<file path="src/rtl/proj_pkg.sv">
// Shared types and default constants for the projectile pool and its slots.
package proj_pkg;

    // Life cycle of a single projectile slot.
    typedef enum logic {
        IDLE   = 1'b0,
        FLYING = 1'b1
    } proj_state_e;

    // Trigger arming: a held trigger must be released before it can fire again.
    typedef enum logic {
        ARMED        = 1'b0,
        WAIT_RELEASE = 1'b1
    } arm_state_e;

    // Default horizontal screen limits, inclusive.
    localparam int X_MIN_DEF   = 0;
    localparam int X_MAX_DEF   = 639;
    localparam int COORD_W_DEF = 10;

    // Snapshot of one slot at the default coordinate width.
    typedef struct packed {
        proj_state_e            state;
        logic [COORD_W_DEF-1:0] x;
        logic [COORD_W_DEF-1:0] y;
    } slot_t;

endpackage

</file>
<file path="src/rtl/proj_slot.sv">
// One projectile slot: flight state, horizontal motion with bounds retirement,
// contact retirement and the pixel-inside-projectile compare.
module proj_slot
    import proj_pkg::*;
#(
    parameter int COORD_W   = 10,
    parameter int PROJ_HALF = 4,
    parameter int X_MIN     = X_MIN_DEF,
    parameter int X_MAX     = X_MAX_DEF
) (
    input  logic               Clk,
    input  logic               Reset,
    input  logic               tick,
    input  logic               contact,
    input  logic               spawn,
    input  logic [COORD_W-1:0] spawn_x,
    input  logic [COORD_W-1:0] spawn_y,
    input  logic [COORD_W-1:0] x_step,
    input  logic [9:0]         draw_x,
    input  logic [9:0]         draw_y,
    output logic               active,
    output logic               free,
    output logic               hit,
    output logic [COORD_W-1:0] x,
    output logic [COORD_W-1:0] y
);

    localparam int SW = COORD_W + 1;
    localparam int PW = ((COORD_W > 10) ? COORD_W : 10) + 1;

    proj_state_e          state;
    proj_state_e          state_next;
    logic [COORD_W-1:0]   x_next;
    logic [COORD_W-1:0]   y_next;
    logic signed [SW-1:0] sum;
    logic                 out_of_bounds;
    logic signed [PW-1:0] dx;
    logic signed [PW-1:0] dy;
    logic [PW-1:0]        adx;
    logic [PW-1:0]        ady;

    // Position is unsigned, velocity is two's complement; one extra bit keeps both honest.
    assign sum           = $signed({1'b0, x}) + $signed({x_step[COORD_W-1], x_step});
    assign out_of_bounds = (sum < $signed(SW'(X_MIN))) || (sum > $signed(SW'(X_MAX)));

    assign active = (state == FLYING);
    // Free for a spawn this cycle if already idle or retiring right now.
    assign free   = !active || contact || (tick && out_of_bounds);

    // Next slot state: spawn wins, then contact, then motion on the frame tick.
    always_comb begin
        state_next = state;
        x_next     = x;
        y_next     = y;
        if (spawn) begin
            state_next = FLYING;
            x_next     = spawn_x;
            y_next     = spawn_y;
        end else if (state == FLYING) begin
            if (contact) begin
                state_next = IDLE;
            end else if (tick) begin
                if (out_of_bounds) begin
                    state_next = IDLE;
                end else begin
                    x_next = sum[COORD_W-1:0];
                end
            end
        end
    end

    // Slot registers with synchronous reset.
    always_ff @(posedge Clk) begin
        if (Reset) begin
            state <= IDLE;
            x     <= '0;
            y     <= '0;
        end else begin
            state <= state_next;
            x     <= x_next;
            y     <= y_next;
        end
    end

    // Square hit region around the centre, distances taken as signed differences.
    assign dx  = $signed(PW'(draw_x)) - $signed(PW'(x));
    assign dy  = $signed(PW'(draw_y)) - $signed(PW'(y));
    assign adx = dx[PW-1] ? (~dx + 1'b1) : dx;
    assign ady = dy[PW-1] ? (~dy + 1'b1) : dy;
    assign hit = active && (adx < PW'(PROJ_HALF)) && (ady < PW'(PROJ_HALF));

endmodule

</file>
<file path="src/rtl/projectile_pool.sv">
// Pool of projectile slots for one shooter: frame tick detection, fire
// cooldown, trigger arming, free-slot selection and output packing.
// Define PROJ_AUTOFIRE_EN to bypass arming so a held trigger keeps firing.
module projectile_pool
    import proj_pkg::*;
#(
    parameter int NUM_SLOTS       = 4,
    parameter int COORD_W         = 10,
    parameter int PROJ_HALF       = 4,
    parameter int COOLDOWN_FRAMES = 15,
    parameter int X_MIN           = X_MIN_DEF,
    parameter int X_MAX           = X_MAX_DEF,
    localparam int SLOT_W         = (NUM_SLOTS > 1) ? $clog2(NUM_SLOTS) : 1
) (
    input  logic                         Clk,
    input  logic                         Reset,
    input  logic                         frame_clk,
    input  logic                         activate,
    input  logic [COORD_W-1:0]           Shooter_X,
    input  logic [COORD_W-1:0]           Shooter_Y,
    input  logic [COORD_W-1:0]           X_Step,
    input  logic [NUM_SLOTS-1:0]         contact,
    input  logic [9:0]                   DrawX,
    input  logic [9:0]                   DrawY,
    output logic [NUM_SLOTS*COORD_W-1:0] Proj_X_Curr_Pos,
    output logic [NUM_SLOTS*COORD_W-1:0] Proj_Y_Curr_Pos,
    output logic [NUM_SLOTS-1:0]         active,
    output logic                         is_proj,
    output logic [SLOT_W-1:0]            proj_slot,
    output logic                         fired
);

    localparam int CD_W = (COOLDOWN_FRAMES > 0) ? $clog2(COOLDOWN_FRAMES + 1) : 1;

    logic                 fc_d;
    logic                 tick;
    logic [CD_W-1:0]      cooldown;
    arm_state_e           arm_state;
    arm_state_e           arm_next;
    logic [NUM_SLOTS-1:0] slot_free;
    logic [NUM_SLOTS-1:0] slot_hit;
    logic [NUM_SLOTS-1:0] spawn_sel;
    logic [NUM_SLOTS-1:0] spawn;
    logic                 accept;

    assign tick = frame_clk & ~fc_d;

    // Delay the vertical sync by one clock for rising-edge detection.
    always_ff @(posedge Clk) begin
        if (Reset) begin
            fc_d <= 1'b0;
        end else begin
            fc_d <= frame_clk;
        end
    end

    // Lowest set bit of the free mask picks the slot a new shot lands in.
    assign spawn_sel = slot_free & (~slot_free + 1'b1);
    assign accept    = tick && activate && (arm_state == ARMED) &&
                       (cooldown == '0) && (|slot_free);
    assign spawn     = accept ? spawn_sel : '0;

    // Cooldown reloads on an accepted shot, otherwise counts frames down to zero.
    always_ff @(posedge Clk) begin
        if (Reset) begin
            cooldown <= '0;
            fired    <= 1'b0;
        end else begin
            fired <= accept;
            if (tick) begin
                if (accept) begin
                    cooldown <= CD_W'(COOLDOWN_FRAMES);
                end else if (cooldown != '0) begin
                    cooldown <= cooldown - 1'b1;
                end
            end
        end
    end

    // Arming state register.
    always_ff @(posedge Clk) begin
        if (Reset) begin
            arm_state <= ARMED;
        end else begin
            arm_state <= arm_next;
        end
    end

    // Arming transitions: a shot disarms until a frame sees the trigger released.
    always_comb begin
        arm_next = arm_state;
`ifdef PROJ_AUTOFIRE_EN
        arm_next = ARMED;
`else
        case (arm_state)
            ARMED:        if (accept) arm_next = WAIT_RELEASE;
            WAIT_RELEASE: if (tick && !activate) arm_next = ARMED;
            default:      arm_next = ARMED;
        endcase
`endif
    end

    for (genvar i = 0; i < NUM_SLOTS; i++) begin : g_slot
        proj_slot #(
            .COORD_W  (COORD_W),
            .PROJ_HALF(PROJ_HALF),
            .X_MIN    (X_MIN),
            .X_MAX    (X_MAX)
        ) u_slot (
            .Clk    (Clk),
            .Reset  (Reset),
            .tick   (tick),
            .contact(contact[i]),
            .spawn  (spawn[i]),
            .spawn_x(Shooter_X),
            .spawn_y(Shooter_Y),
            .x_step (X_Step),
            .draw_x (DrawX),
            .draw_y (DrawY),
            .active (active[i]),
            .free   (slot_free[i]),
            .hit    (slot_hit[i]),
            .x      (Proj_X_Curr_Pos[i*COORD_W +: COORD_W]),
            .y      (Proj_Y_Curr_Pos[i*COORD_W +: COORD_W])
        );
    end

    assign is_proj = |slot_hit;

    // Report the lowest-index slot under the current pixel; scanning downward leaves it last.
    always_comb begin
        proj_slot = '0;
        for (int i = NUM_SLOTS - 1; i >= 0; i--) begin
            if (slot_hit[i]) proj_slot = SLOT_W'(i);
        end
    end

endmodule

</file>
<file path="config.mk">
export PLATFORM = sky130hd
export DESIGN_NAME = projectile_pool
export DESIGN_NICKNAME = d
export VERILOG_FILES = /design/src/rtl/proj_pkg.sv /design/src/rtl/proj_slot.sv /design/src/rtl/projectile_pool.sv
export SDC_FILE = /design/constraint.sdc
export NUM_CORES = 1
export LEC_CHECK = 0
export ABC_AREA = 1
export BUFFER_PORTS_ARGS = -buffer_cell sky130_fd_sc_hd__buf_2
export CORE_ASPECT_RATIO = 0.5
export CORE_UTILIZATION = 36
export CTS_CLUSTER_DIAMETER = 50
export CTS_CLUSTER_SIZE = 8
export DETAILED_ROUTE_END_ITERATION = 8
export SETUP_SLACK_MARGIN = 0.3
export SLEW_MARGIN = 15
export SYNTH_ARGS = -nofsm -noshare
export SYNTH_HDL_FRONTEND = slang
export SYNTH_SLANG_ARGS = --single-unit
export TNS_END_PERCENT = 50
</file>
<file path="constraint.sdc">
create_clock -name Clk -period 4.7 [get_ports Clk]
set_clock_uncertainty 0.15 [all_clocks]
set_input_delay 1.175 -clock Clk [delete_from_list [all_inputs] [get_ports Clk]]
set_output_delay 1.175 -clock Clk [all_outputs]
set_load 0.03 [all_outputs]
</file>
---- After elaboration in Yosys (flattened, before gate mapping) ----
Index checks and enable logic that the tools add are counted.
cells by class
  reductions and logical operators ........ 52
  $lt $le $gt $ge ......................... 16
  $add $sub $neg .......................... 22
  equality and inequality tests ........... 8
  bitwise operators ....................... 13
  multiplexer cells ....................... 58
operator list
  operator               number
  $mux 10                20
  $add 11x1->11 const B  8
  $lt 11x3->1 const B    8
  $mux 11                8
  $not 11->11            8
  $sub 10x10->11         8
  $add 11x10->11         4
  $gt 11x11->1 const B   4
  $lt 11x1->1 const B    4
  $mux 1                 22
  $reduce_bool 2->1      9
  $logic_and 1x1->1      17
  $reduce_and 4->1       4
  $logic_or 1x1->1       12
  $mux 4                 3
  $mux 2                 4
  $ne 2x1->1 const B     4
  $ne 2x2->1 const B     4
  $reduce_or 4->1        2
  $logic_not 1->1        5
  $add 4x1->4 const B    1
  $and 4x4->4            1
  $logic_not 4->1        1
  $not 4->4              1
  6 further kinds        7
storage, ports and cells
  bits in registers ....................... 91
  input port bits ......................... 58
  logic and storage cells ................. 185
  output and inout port bits .............. 88

---- Depth between registers and ports, before layout ----
Gate-level depths: netlist (run 1).
  depth after elaboration ................. 11
  gate-level depth with buffers ........... 22

---- Hierarchy ----
From an unflattened synthesis (run 1), not the netlist that was laid out.
unflattened totals
  cells, all modules ...................... 2063
  area, all modules ....................... 11778.8 um^2
by module, submodules not included
  module                             area an instance (um^2)  times used  cells an instance
  proj_slot at g_slot[0].u_slot ...  2768.9                   2           477
  proj_slot at g_slot[3].u_slot      2880.3                   1           516
  proj_slot at g_slot[1].u_slot      2877.8                   1           516
  projectile_pool                    483.0                    1           77

---- Worst setup path before layout (run 1) ----
OpenSTA, ideal clock, no wires.
  kind .................................... in2out
  from .................................... input port DrawX[0]
  to ...................................... output port proj_slot[0]
  data arrival time ....................... 3673 ps
  slack ................................... -298 ps
  buffers on the path ..................... 0
  cell stages on the path ................. 18
  cells stage by stage .................... inv_1 -> ha_1 -> inv_1 -> fa_1 -> or2_2 -> nor2_1 -> nand3_1 -> nor2_1 -> nand2_1 -> nand2_1 -> nand2_1 -> nand2_1 -> nor2_1 -> nand3_1 -> nor2_1 -> nand2_1 -> nand3_1 -> a21oi_1
on the way
  word-level cells in the longest chain between the ends .. 11
RTL lines
  element                          line                    RTL
  from (decl)                      projectile_pool.sv:23   input logic [9:0] DrawX,
  $sub 10x10->11                   proj_slot.sv:86         assign dx = $signed(PW'(draw_x)) - $signed(PW'(x));
  $not 11->11                      proj_slot.sv:88         assign adx = dx[PW-1] ? (~dx + 1'b1) : dx;
  $add 11x1->11                    proj_slot.sv:88
  $mux 11                          proj_slot.sv:88
  $lt 11x3->1                      proj_slot.sv:90         assign hit = active && (adx < PW'(PROJ_HALF)) && (ady < PW'(PROJ_HALF));
  $logic_and 1x1->1 (2 in series)  proj_slot.sv:90
  $mux 2 (3 in series)             projectile_pool.sv:134  if (slot_hit[i]) proj_slot = SLOT_W'(i);
  $mux 2 (*)                       projectile_pool.sv:134
  to (decl)                        projectile_pool.sv:29   output logic [SLOT_W-1:0] proj_slot,
Mark *: on every way between the ends. The rest lies on a longest branch, timed or not.

---- Worst setup path in the final report (run 1) ----
  from .................................... input port DrawY[0]
  to ...................................... output port proj_slot[1]
on the way
  word-level cells in the longest chain between the ends .. 10
RTL lines
  element               line                    RTL
  from (decl)           projectile_pool.sv:24   input logic [9:0] DrawY,
  $sub 10x10->11        proj_slot.sv:87         assign dy = $signed(PW'(draw_y)) - $signed(PW'(y));
  $not 11->11           proj_slot.sv:89         assign ady = dy[PW-1] ? (~dy + 1'b1) : dy;
  $add 11x1->11         proj_slot.sv:89
  $mux 11               proj_slot.sv:89
  $lt 11x3->1           proj_slot.sv:90
  $logic_and 1x1->1     proj_slot.sv:90
  $mux 2 (3 in series)  projectile_pool.sv:134
  $mux 2 (*)            projectile_pool.sv:134
Marked as above.

==> results.yml, run 1 <==
outcome:
  outcome: "finished, violations left"
  violations: "negative setup slack"
critical_path:
  crit_chain: "buf_6 > clkinvlp_4 > buf_6 > ha_4 > fa_2 > xor2_2 > and2b_1 > buf_4 > nor2_1 > nand2_1 > nand2_1 > nand2_1 > nand3b_1 > nor3_1 > nand2_1 > and2_4 > nor2_4 > buf_6"
  crit_buf_inv: 5
  cpMostUsedCell: "nand2_1"
  critPathMaxStageDelay_ns: 0.39
  crit_required_ns: 3.38
  path_delay_family: "simple AND/OR/NAND/NOR gates"
  path_class: "input pin to output pin"
  critPathMaxFanout: 4
  setup.worst_path.end_class: "output pin"
  startpoint_type: "input pin"
  arrival_ns: 3.82
  critPathSlowestCell: "fa_2"
detailed_routing:
  drt_wl_total_um: 40670
  drcViolationCount: 0
  drt_first_pass_iters: 8
  drt_iter0_markers: 999
  dr_total_vias: 13380
  vias_per_cell: 4.878
  routedWlPerCell_um: 14.83
  ant_nets: 0
sta:
  fin_crit_sh_pct: 109.5
  slew_headroom_pct: 50.41
  rsz0062_at_grt: "yes"
  hold_viol: 0
  worst_pin_slew_ns: 0.7383
  max_freq_mhz: 194.3
  setup_ws_ns: -0.4454
  setup_violations: 3
  tns_ns: -1.258
  fin_crit_ns: 5.145
  drv_slew: 0
layout:
  diodes: 0
  stdcell_count: 2742
  nets: 2505
  drive_above_1_share_pct: 20.66
  syn2layout_area_growth_pct: 29.12
yosys:
  ys_seq_elements: 91
  ys_top_cells_by_area: "nand2_1 (19%), dfxtp_1 (16%), ha_1 (13%)"
  yosysWarningCount: 0
  synth_ff_type: "dfxtp_1"
  synth_top_family_by_area: "simple AND/OR/NAND/NOR gates"
  synth.avg_cell_area_um2: 5.892
  async_flop_share_pct: 0
  syn_nets: 2145
  synth_area_leader_cell: "nand2_1"
  synth.cell_area_mm2: 0.01151
  yosysTopAreaCellShare_pct: 19.24
  synthMuxAreaShare_pct: 0.08695
  synthAdderAreaFrac_pct: 15.24
  synth-simple-area-share_pct: 39.15
  synth.distinct_cells: 52
  synth-xor-area-share_pct: 3.858
  syn_inst: 1954
  synth_edf_count: 0
  synth_compound_area_share_pct: 14.16
  synth-seq-area-share_pct: 15.82
clock_tree:
  path_clk_slew_ns: 0.07
  htreeDepth: 3
  clockBufferDepth: 2
  tritoncts: "yes"
  clockRootBuffer: "clkbuf_16"
  insertion_delay_ns: 0.38
  cts_sinks: 91
  numCtsBuffers: 9
  holdBufCountCts: 0
grt:
  grt_usage_pct: 25.03
  grt_start_max_net_pins: 44
  grt_pass1_vias: 12100
  grt_remaining_overflow: 0
  grt_pass1_wl_um: 63430
  antenna_found_initial: 0
place:
  gp_congestion: 0.9265
  place.port_buffers: 145
  place_inst: 2725
  hpwl_um: 33970
power_and_ir_drop:
  totalPowerFinal_mw: 3.309
  power.leakage_nw: 7.753
  power-per-cell-area_mw_per_mm2: 222.6
  vdd_drop_max_mv: 0.1901
floorplan:
  core-area_mm2: 0.03085
  chipWidth_um: 254.9
  rows: 45
  start_util_pct: 37.31
  io_pins: 146
  die_h_um: 128.5
  die_area_mm2: 0.03274
min_path:
  worstHoldPathType: "flop to flop"
flow_run:
  maxCapViolCount: 0
==> power breakdown <==
part	internal, mW	switching [mW]	leakage (nW)
combinational	0.689	0.972	6.88
clock	0.416	0.355	0.142
sequential	0.825	0.0517	0.735
==> worst reg2reg max path, cell delays in order, from the launching register on <==
cell and delay [ns]:
dfxtp_1 0.42, ha_1 0.31, fa_1 0.44, nand2_1 0.11, nand3_1 0.10, nand3_1 0.11, nand3_1 0.08, nand2_1 0.10
nand2_1 0.06, nand2_1 0.07, nand2_2 0.07, nand2_2 0.07, nand2_4 0.11, inv_1 0.11, nand3_1 0.24, inv_1 0.49
nand2_1 0.14, a31oi_1 0.19
==> state kept, by name, indices dropped and copies added (netlist names) <==
| name | count |
|---|---|
| arm_state | 1 |
| cooldown | 4 |
| fc_d | 1 |
| fired | 1 |
| g_slot.u_slot.active | 4 |
| g_slot.u_slot.x | 40 |
| g_slot.u_slot.y | 40 |
==> area by class of cell <==
cell class / count / area [um2]
fillers: 3296 / 15990
inverters: 310 / 1170
clock inverters: 5 / 62.56
flip-flops and latches: 91 / 1822
clock buffers: 11 / 232.7
repair buffers: 380 / 2519
well taps: 423 / 529.3
multi-input cells: 1522 / 8529
==> placed cells by master, fill, tap and decap left out, types with 3 or more instances in the layout <==
cell and instances:
o21ai_1 17, nand2_2 15, inv_1 292, fa_2 6, xnor2_1 15, ha_4 5
fa_1 6, o21ai_0 87, buf_2 141, a21oi_1 131, nor2_2 4, clkinv_1 5
xor2_2 4, clkbuf_16 9, buf_6 5, nand2_1 584, nand3_1 164, xor2_1 28
a21boi_0 3, o21a_1 5, nor3_2 4, or2_2 10, ha_1 116, buf_4 234
a21o_1 5, a31oi_1 27, nand3_2 7, o31ai_1 3, dfxtp_1 91, nor2_4 3
nor3_1 14, inv_2 11, o21bai_1 14, nor2_1 163, nand3b_1 19, nand4_1 39
==> stage by stage <==
step	instance area (um2)	hold slack [ns]	worst slack, ns	util (%)
floorplan	11590	0.3124	0.1537	-
global placement	14420	0.3117	-0.3485	46.73
detailed placement	14420	0.3166	-0.3944	46.73
CTS	14720	0.3273	-0.3742	47.72
global route	14860	0.3625	-0.6034	48.18
finish	14860	0.3239	-0.4454	48.18
==> routing by layer <==
metal,vias to the layer above,track usage (%),routed length [um]
met3,51,3.864,2601
met5,-,0,0
met4,0,6.869,900
met1,5889,35.69,20580
met2,391,38.97,16590
li1,7044,-,-
==> final timing paths <==
check / depth (start not counted) / startpoint / end / slack (ns)
max: 18 / DrawY[0] / proj_slot[1] / -0.45
min: 2 / g_slot[0].u_slot.y[6]$_SDFFE_PP0P_ / g_slot[0].u_slot.y[6]$_SDFFE_PP0P_ / 0.32
min reg2reg: 2 / g_slot[0].u_slot.y[6]$_SDFFE_PP0P_ / g_slot[0].u_slot.y[6]$_SDFFE_PP0P_ / 0.32
max reg2reg: 17 / g_slot[0].u_slot.x[0]$_SDFFE_PP0P_ / g_slot[1].u_slot.x[8]$_SDFFE_PP0P_ / 1.27
==> cells in the mapped netlist (6+ instances only) <==
master      n
a21oi_1   132
a31oi_1    27
buf_4       7
clkbuf_1   12
dfxtp_1    91
fa_1       12
ha_1      121
inv_1     299
inv_2       6
nand2_1   590
nand2_2    10
nand3_1   168
nand3b_1   19
nand4_1    39
nor2_1    168
nor3_1     14
o21ai_0    89
o21ai_1    15
o21bai_1   14
or2_2      11
xnor2_1    17
xor2_1     30
==> logic make-up (layout without fill, tap and decap cells) <==
family,after synthesis,in the layout
mux,1,1
fa+ha+maj,133,133
flops,91,91
xor+xnor,49,49
compound gates,300,300
simple gates,1039,1039
buf+inv,341,706
==> what timing repair did <==
action,CTS,global route
setup endpoints to repair,3,3
gates resized for setup,4,34
buffers inserted,0,1
pin swaps,0,18
endpoints found under the hold margin,0,0
Note: power is estimated with default switching activity, not from simulation.
==> inputs of run 2 (changes only) <==
--- a/config.mk
+++ b/config.mk
@@ -12,6 +12,7 @@
 export CTS_CLUSTER_DIAMETER = 50
 export CTS_CLUSTER_SIZE = 8
 export DETAILED_ROUTE_END_ITERATION = 8
+export HOLD_SLACK_MARGIN = 0.12
 export SETUP_SLACK_MARGIN = 0.3
 export SLEW_MARGIN = 15
 export SYNTH_ARGS = -nofsm -noshare
==> constraint.sdc (replaced) <==
create_clock -name Clk -period 4.7 [get_ports Clk]
set_clock_uncertainty 0.15 [all_clocks]
set_input_delay 0.94 -clock Clk [delete_from_list [all_inputs] [get_ports Clk]]
set_output_delay 0.94 -clock Clk [all_outputs]
set_load 0.03 [all_outputs]
==> run 2 against run 1 <==
The flow now finishes without violations. Combinational power fell by 9.6%. Count of clock-buffer cells in the layout down 1. Design area is 6.7% lower. Register-to-register slack improved by 0.08 ns. Critical path depth fell by 3. Clock power is 16% higher. Setup slack better by 0.70 ns. First-iteration DRC count down 25%. Critical endpoint unchanged. Largest power group unchanged.
==> results.yml, run 2 (synthesized netlist as in run 1, its figures left out) <==
power_and_ir_drop:
  p_switching_mw: 1.370
  cellInternalPower_mw: 1.902
  power.leakage_nw: 6.933
  power-per-cell-area_mw_per_mm2: 235.8
  switching_share_pct: 41.86
  p_clk_share_pct: 27.3
  seqPwrFrac_pct: 26.9
  vdd_drop_max_mv: 0.1705
  combinationalPowerShare_pct: 45.8
detailed_routing:
  routedWlPerCell_um: 15.52
  dr_total_vias: 12800
  drt_first_pass_iters: 5
  ant_nets: 0
  drt_wl_total_um: 39710
  drt_iter0_markers: 751
  drcViolationCount: 0
  vias_per_cell: 5.004
flow_run:
  maxCapViolCount: 0
place:
  hpwl_um: 32840
  place.port_buffers: 145
  gp_congestion: 0.9159
  place_inst: 2530
  placed_area_mm2: 0.01288
grt:
  met3_usage_pct: 3.217
  grt_usage_pct: 24.49
  gr-usage-met2_pct: 38.87
  top_usage_layer: "met2"
  grt_start_max_net_pins: 44
  grt_remaining_overflow: 0
  grt_pass1_wl_um: 61930
  use_met1_pct: 34.80
  grt_pass1_vias: 11660
  antenna_found_initial: 0
floorplan:
  die_h_um: 128.5
  rows: 45
  chipWidth_um: 254.9
  io_pins: 146
  core-area_mm2: 0.03085
  start_util_pct: 37.31
  die_area_mm2: 0.03274
clock_tree:
  numCtsBuffers: 9
  tritoncts: "yes"
  clockBufferDepth: 2
  holdBufCountCts: 0
  clockRootBuffer: "clkbuf_16"
  htreeDepth: 3
  path_clk_slew_ns: 0.06
  cts_sinks: 91
  insertion_delay_ns: 0.38
layout:
  diodes: 0
  fillers: 3413
  nets: 2321
  drive_above_1_share_pct: 17.42
  stdcell_count: 2558
  most-common-layout-cells: "nand2_1 (573), inv_1 (285), nor2_1 (157), nand3_1 (155), buf_2 (139)"
  final_common_cell: "nand2_1"
  finish.utilization_pct: 44.97
  syn2layout_area_growth_pct: 20.53
  largestRegisters: "g_slot.u_slot.x: 40 flops, g_slot.u_slot.y: 40 flops"
  final_cell_area_mm2: 0.01388
critical_path:
  path_delay_family: "simple AND/OR/NAND/NOR gates"
  path_class: "input pin to output pin"
  critPathMaxFanout: 4
  startpoint_type: "input pin"
  crit_buf_inv: 4
  arrival_ns: 3.35
  crit_required_ns: 3.61
  setup.worst_path.end_class: "output pin"
  crit_chain: "buf_8 > clkinvlp_4 > buf_6 > fa_2 > nand2_2 > and2b_1 > nand2_2 > o21ai_0 > xnor2_1 > nand3_1 > nor3_1 > nand2_1 > and2_4 > nor2_4 > buf_6"
  critPathMaxStageDelay_ns: 0.52
  critPathSlowestCell: "fa_2"
sta:
  slew_headroom_pct: 53.39
  fin_crit_sh_pct: 94.49
  setup_violations: 0
  max_freq_mhz: 225.2
  worst_pin_slew_ns: 0.6983
  drv_slew: 0
  fin_crit_ns: 4.441
  rsz0062_at_grt: "yes"
  tns_ns: 0
  hold_viol: 0
min_path:
  worstHoldPathType: "flop to flop"
outcome:
  outcome: "finished clean"
==> run 2: cell types whose count changed in the layout (fill, tap and decap cells not counted), moves of 6 or more <==
cell	delta
nor2_1	-6
nand2_1	-11
a21oi_2	+11
a21oi_1	-10
nand3_2	+8
o21ai_0	-6
nand2_2	+12
ha_1	-16
buf_4	-186
nand3_1	-9
ha_2	+14
inv_1	-7
==> run 2: worst reg2reg max path, delay by kind of cell, from the launching register on <==
family          cells  cell delay (ns)
buf+inv             2             0.56
simple gates       12             1.22
compound gates      1             0.18
fa+ha+maj           2             0.74
flops               1             0.42
==> run 2: power groups by stage <==
stage	Combinational [mW]	Sequential, mW	Clock, mW
2_1_floorplan	0.928	0.940	0
3_3_place_gp	1.36	0.897	0
3_5_place_dp	1.36	0.896	0
4_1_cts	1.45	0.880	0.908
5_1_grt	1.68	0.887	0.934
6_report	1.50	0.880	0.892
==> run 2: layout make-up <==
cell class	count	area (um2)	share of cell area, %
Clock buffer	10	239.0	1.722
Timing Repair Buffer	196	1165	8.395
Inverter	310	1186	8.548
Clock inverter	6	123.9	0.8927
Multi-Input combinational cell	1522	8811	63.50
Tap cell	423	529.3	3.814
Sequential cell	91	1822	13.13
==> run 2: repair_timing <==
item / CTS / global route
endpoints found under the setup margin: 3 / 3
gates resized for setup: 124 / 31
pin swaps: 53 / 26
setup buffers: 11 / 1
==> run 2: path summary, 6_finish.rpt <==
check	startpoint	endpoint	slack [ns]	cells past startpoint
worst max-delay path	DrawY[1]	proj_slot[1]	0.26	15
worst max register to register	g_slot[0].u_slot.x[0]$_SDFFE_PP0P_	g_slot[1].u_slot.x[8]$_SDFFE_PP0P_	1.35	17
worst min-delay path	g_slot[2].u_slot.y[8]$_SDFFE_PP0P_	g_slot[2].u_slot.y[8]$_SDFFE_PP0P_	0.33	2
worst min register to register	g_slot[2].u_slot.y[8]$_SDFFE_PP0P_	g_slot[2].u_slot.y[8]$_SDFFE_PP0P_	0.33	2
==> run 2: routing by layer <==
| metal | share of wire (%) | up-vias |
|---|---|---|
| met5 | 0 | - |
| met4 | 2.1 | 0 |
| met3 | 6.1 | 46 |
| met2 | 42 | 340 |
| met1 | 50 | 5718 |
| li1 | - | 6697 |
==> run 2: through the flow <==
step	setup slack [ns]	total power, mW	hold WS [ns]
after floorplan	0.2533	1.868	0.3124
after global placement	-0.02726	2.253	0.3137
after detailed placement	-0.09969	2.259	0.3241
after CTS	0.2966	3.237	0.3377
after global routing	0.06216	3.503	0.3621
final	0.2591	3.272	0.3323
==> inputs of run 3 (changes only) <==
--- a/config.mk
+++ b/config.mk
@@ -5,7 +5,6 @@
 export SDC_FILE = /design/constraint.sdc
 export NUM_CORES = 1
 export LEC_CHECK = 0
-export ABC_AREA = 1
 export BUFFER_PORTS_ARGS = -buffer_cell sky130_fd_sc_hd__buf_2
 export CORE_ASPECT_RATIO = 0.5
 export CORE_UTILIZATION = 36
@@ -13,6 +12,7 @@
 export CTS_CLUSTER_SIZE = 8
 export DETAILED_ROUTE_END_ITERATION = 8
 export HOLD_SLACK_MARGIN = 0.12
+export MAX_ROUTING_LAYER = met4
 export SETUP_SLACK_MARGIN = 0.3
 export SLEW_MARGIN = 15
 export SYNTH_ARGS = -nofsm -noshare
==> run 3 against run 2 <==
The flow now finishes with violations (negative setup slack). Register-to-register slack worse by 0.48 ns. Design area up 0.73%. Sequential power down 4.7%. Synthesized cell count down 29%. Synthesized area down 8.3%. Final cell count down 18%. Non-clock buffer count up 163. Power down 12%. Critical path depth down 2. Utilization up 4.5 points. Clock power down 16%. Count of clock-buffer cells in the layout down 1.
==> results.yml, run 3 <==
grt:
  grt_start_max_net_pins: 43
  grt_pass1_vias: 11020
  grt_pass1_wl_um: 59150
  grt_usage_pct: 26.17
  grt_remaining_overflow: 0
  antenna_found_initial: 0
detailed_routing:
  vias_per_cell: 5.521
  drcViolationCount: 0
  drt_iter0_markers: 754
  drt_first_pass_iters: 5
  dr_total_vias: 11580
  ant_nets: 0
  routedWlPerCell_um: 18.32
  drt_wl_total_um: 38410
place:
  placed_area_mm2: 0.01331
  dp_slack_ns: -0.5612
  place.port_buffers: 145
  place_inst: 2074
  gp_congestion: 0.9477
  hpwl_um: 31480
clock_tree:
  insertion_delay_ns: 0.37
  clockBufferDepth: 2
  numCtsBuffers: 9
  clockRootBuffer: "clkbuf_16"
  path_clk_slew_ns: 0.07
  holdBufCountCts: 0
  cts_sinks: 91
  tritoncts: "yes"
  htreeDepth: 3
yosys:
  synth-seq-area-share_pct: 17.25
  synth.avg_cell_area_um2: 7.664
  async_flop_share_pct: 0
  yosysWarningCount: 0
  synth_common_cells: "nor2_1 (179), ha_1 (121), inv_1 (116)"
  ys_top_cells_by_area: "dfxtp_1 (17%), ha_1 (14%), mux2i_1 (7.5%)"
  syn_nets: 1569
  synth.cell_area_mm2: 0.01056
  yosysMostFrequentCell: "nor2_1"
  synth_area_leader_cell: "dfxtp_1"
  synth_edf_count: 0
  syn_inst: 1378
  synth_ff_type: "dfxtp_1"
  ys_seq_elements: 91
  yosysTopAreaCellShare_pct: 17.25
  synth.distinct_cells: 81
layout:
  diodes: 0
  drive_above_1_share_pct: 27.06
  syn2layout_area_growth_pct: 32.34
  nets: 1902
  finish.utilization_pct: 49.48
  final_cell_area_mm2: 0.01398
  most-common-layout-cells: "buf_4 (211), nor2_1 (177), buf_2 (140), ha_1 (114), inv_1 (112)"
  stdcell_count: 2097
  final_common_cell: "buf_4"
  largestRegisters: "g_slot.u_slot.x: 40 flops, g_slot.u_slot.y: 40 flops"
sta:
  max_freq_mhz: 194.9
  tns_ns: -1.268
  hold_viol: 0
  slew_headroom_pct: 57.47
  whs_ns: 0.3580
  worst_pin_slew_ns: 0.6366
  setup_violations: 3
  fin_crit_ns: 5.131
  fin_crit_sh_pct: 109.2
  rsz0062_at_grt: "yes"
  drv_slew: 0
  setup_ws_ns: -0.4310
critical_path:
  r2r_start: "g_slot[2].u_slot.x[0]$_SDFFE_PP0P_"
  arrival_ns: 4.04
  crit_end: "is_proj"
  startpoint_type: "input pin"
  critPathLaunch: "DrawX[1]"
  r2r_slack_ns: 0.87
  path_class: "input pin to output pin"
  reg2reg_to: "g_slot[3].u_slot.y[1]$_SDFFE_PP0P_"
  critPathMaxFanout: 6
  crit_required_ns: 3.61
  setup.worst_path.end_class: "output pin"
  worst_r2r_path_depth: 14
floorplan:
  core-area_mm2: 0.02825
  start_util_pct: 37.39
  io_pins: 146
  rows: 43
  die_h_um: 123.1
  die_area_mm2: 0.03007
  chipWidth_um: 244.2
outcome:
  outcome: "finished, violations left"
  violations: "negative setup slack"
min_path:
  worstHoldPathType: "flop to flop"
power_and_ir_drop:
  totalPowerFinal_mw: 2.890
  power-per-cell-area_mw_per_mm2: 206.7
  power.leakage_nw: 6.249
  vdd_drop_max_mv: 0.2027
flow_run:
  maxCapViolCount: 0
-- run 3: repair_timing --
action                                  in CTS  in global routing
pin swaps                                   12                 32
endpoints found under the setup margin       3                 20
cloned                                       0                  0
buffers inserted                             4                  4
resized for setup                           14                 60
-- run 3: logic make-up after synthesis --
family                     count (synthesis)  synth area share (%)
adders and majority gates                133                 16.61
muxes                                     84                 8.020
DFF                                       91                 17.25
AOI/OAI and AO/OA                        419                 27.01
buffers and inverters                    153                 5.793
and+or+nand+nor                          434                 20.01
xor gates and xnor gates                  64                 5.307
-- run 3: cell type report --
class / instances / area (um2)
Fill cell: 2774 / 14270
Multi-Input combinational cell: 1134 / 8549
Timing Repair Buffer: 359 / 2387
Sequential cell: 91 / 1822
Tap cell: 382 / 478.0
Inverter: 116 / 450.4
Clock buffer: 9 / 225.2
Clock inverter: 6 / 65.06
-- run 3: report_power, final --
group	switching [mW]	internal, mW	leakage, nW	total (mW)
Clock	0.341	0.410	0.142	0.750
Combinational	0.723	0.577	5.37	1.30
Sequential	0.0318	0.807	0.735	0.839
-- run 3: worst min-delay path by stage --
stage | start | endpoint | slack, ns | cells after the start
floorplan | arm_state$_SDFF_PP0_ | arm_state$_SDFF_PP0_ | 0.30 | 2
global placement | arm_state$_SDFF_PP0_ | arm_state$_SDFF_PP0_ | 0.31 | 2
detailed placement | arm_state$_SDFF_PP0_ | arm_state$_SDFF_PP0_ | 0.35 | 2
CTS | arm_state$_SDFF_PP0_ | arm_state$_SDFF_PP0_ | 0.36 | 2
global route | cooldown[2]$_SDFFE_PP0P_ | cooldown[2]$_SDFFE_PP0P_ | 0.40 | 2
finish | arm_state$_SDFF_PP0_ | arm_state$_SDFF_PP0_ | 0.36 | 2
-- run 3: critical path: stages --
cell       delay, ns
buf_2           0.22
ha_1            0.26
nor2b_1         0.12
o21ai_0         0.23
nor3b_1         0.58
o2111ai_1       0.23
nand3_1         0.16
mux2i_1         0.24
o2111ai_2       0.17
a2111oi_4       0.42
nand2b_4        0.23
or2_4           0.11
buf_6           0.12
-- run 3: per-layer routing --
metal / wire (um) / vias up / GRT usage [%] / part of all wire [%]
met3: 2279 / 67 / 4.797 / 5.9
met1: 17690 / 5438 / 32.87 / 46
met5: 0 / - / - / 0
li1: - / 5757 / - / -
met2: 17330 / 315 / 42.72 / 45
met4: 1106 / 0 / 8.477 / 2.9
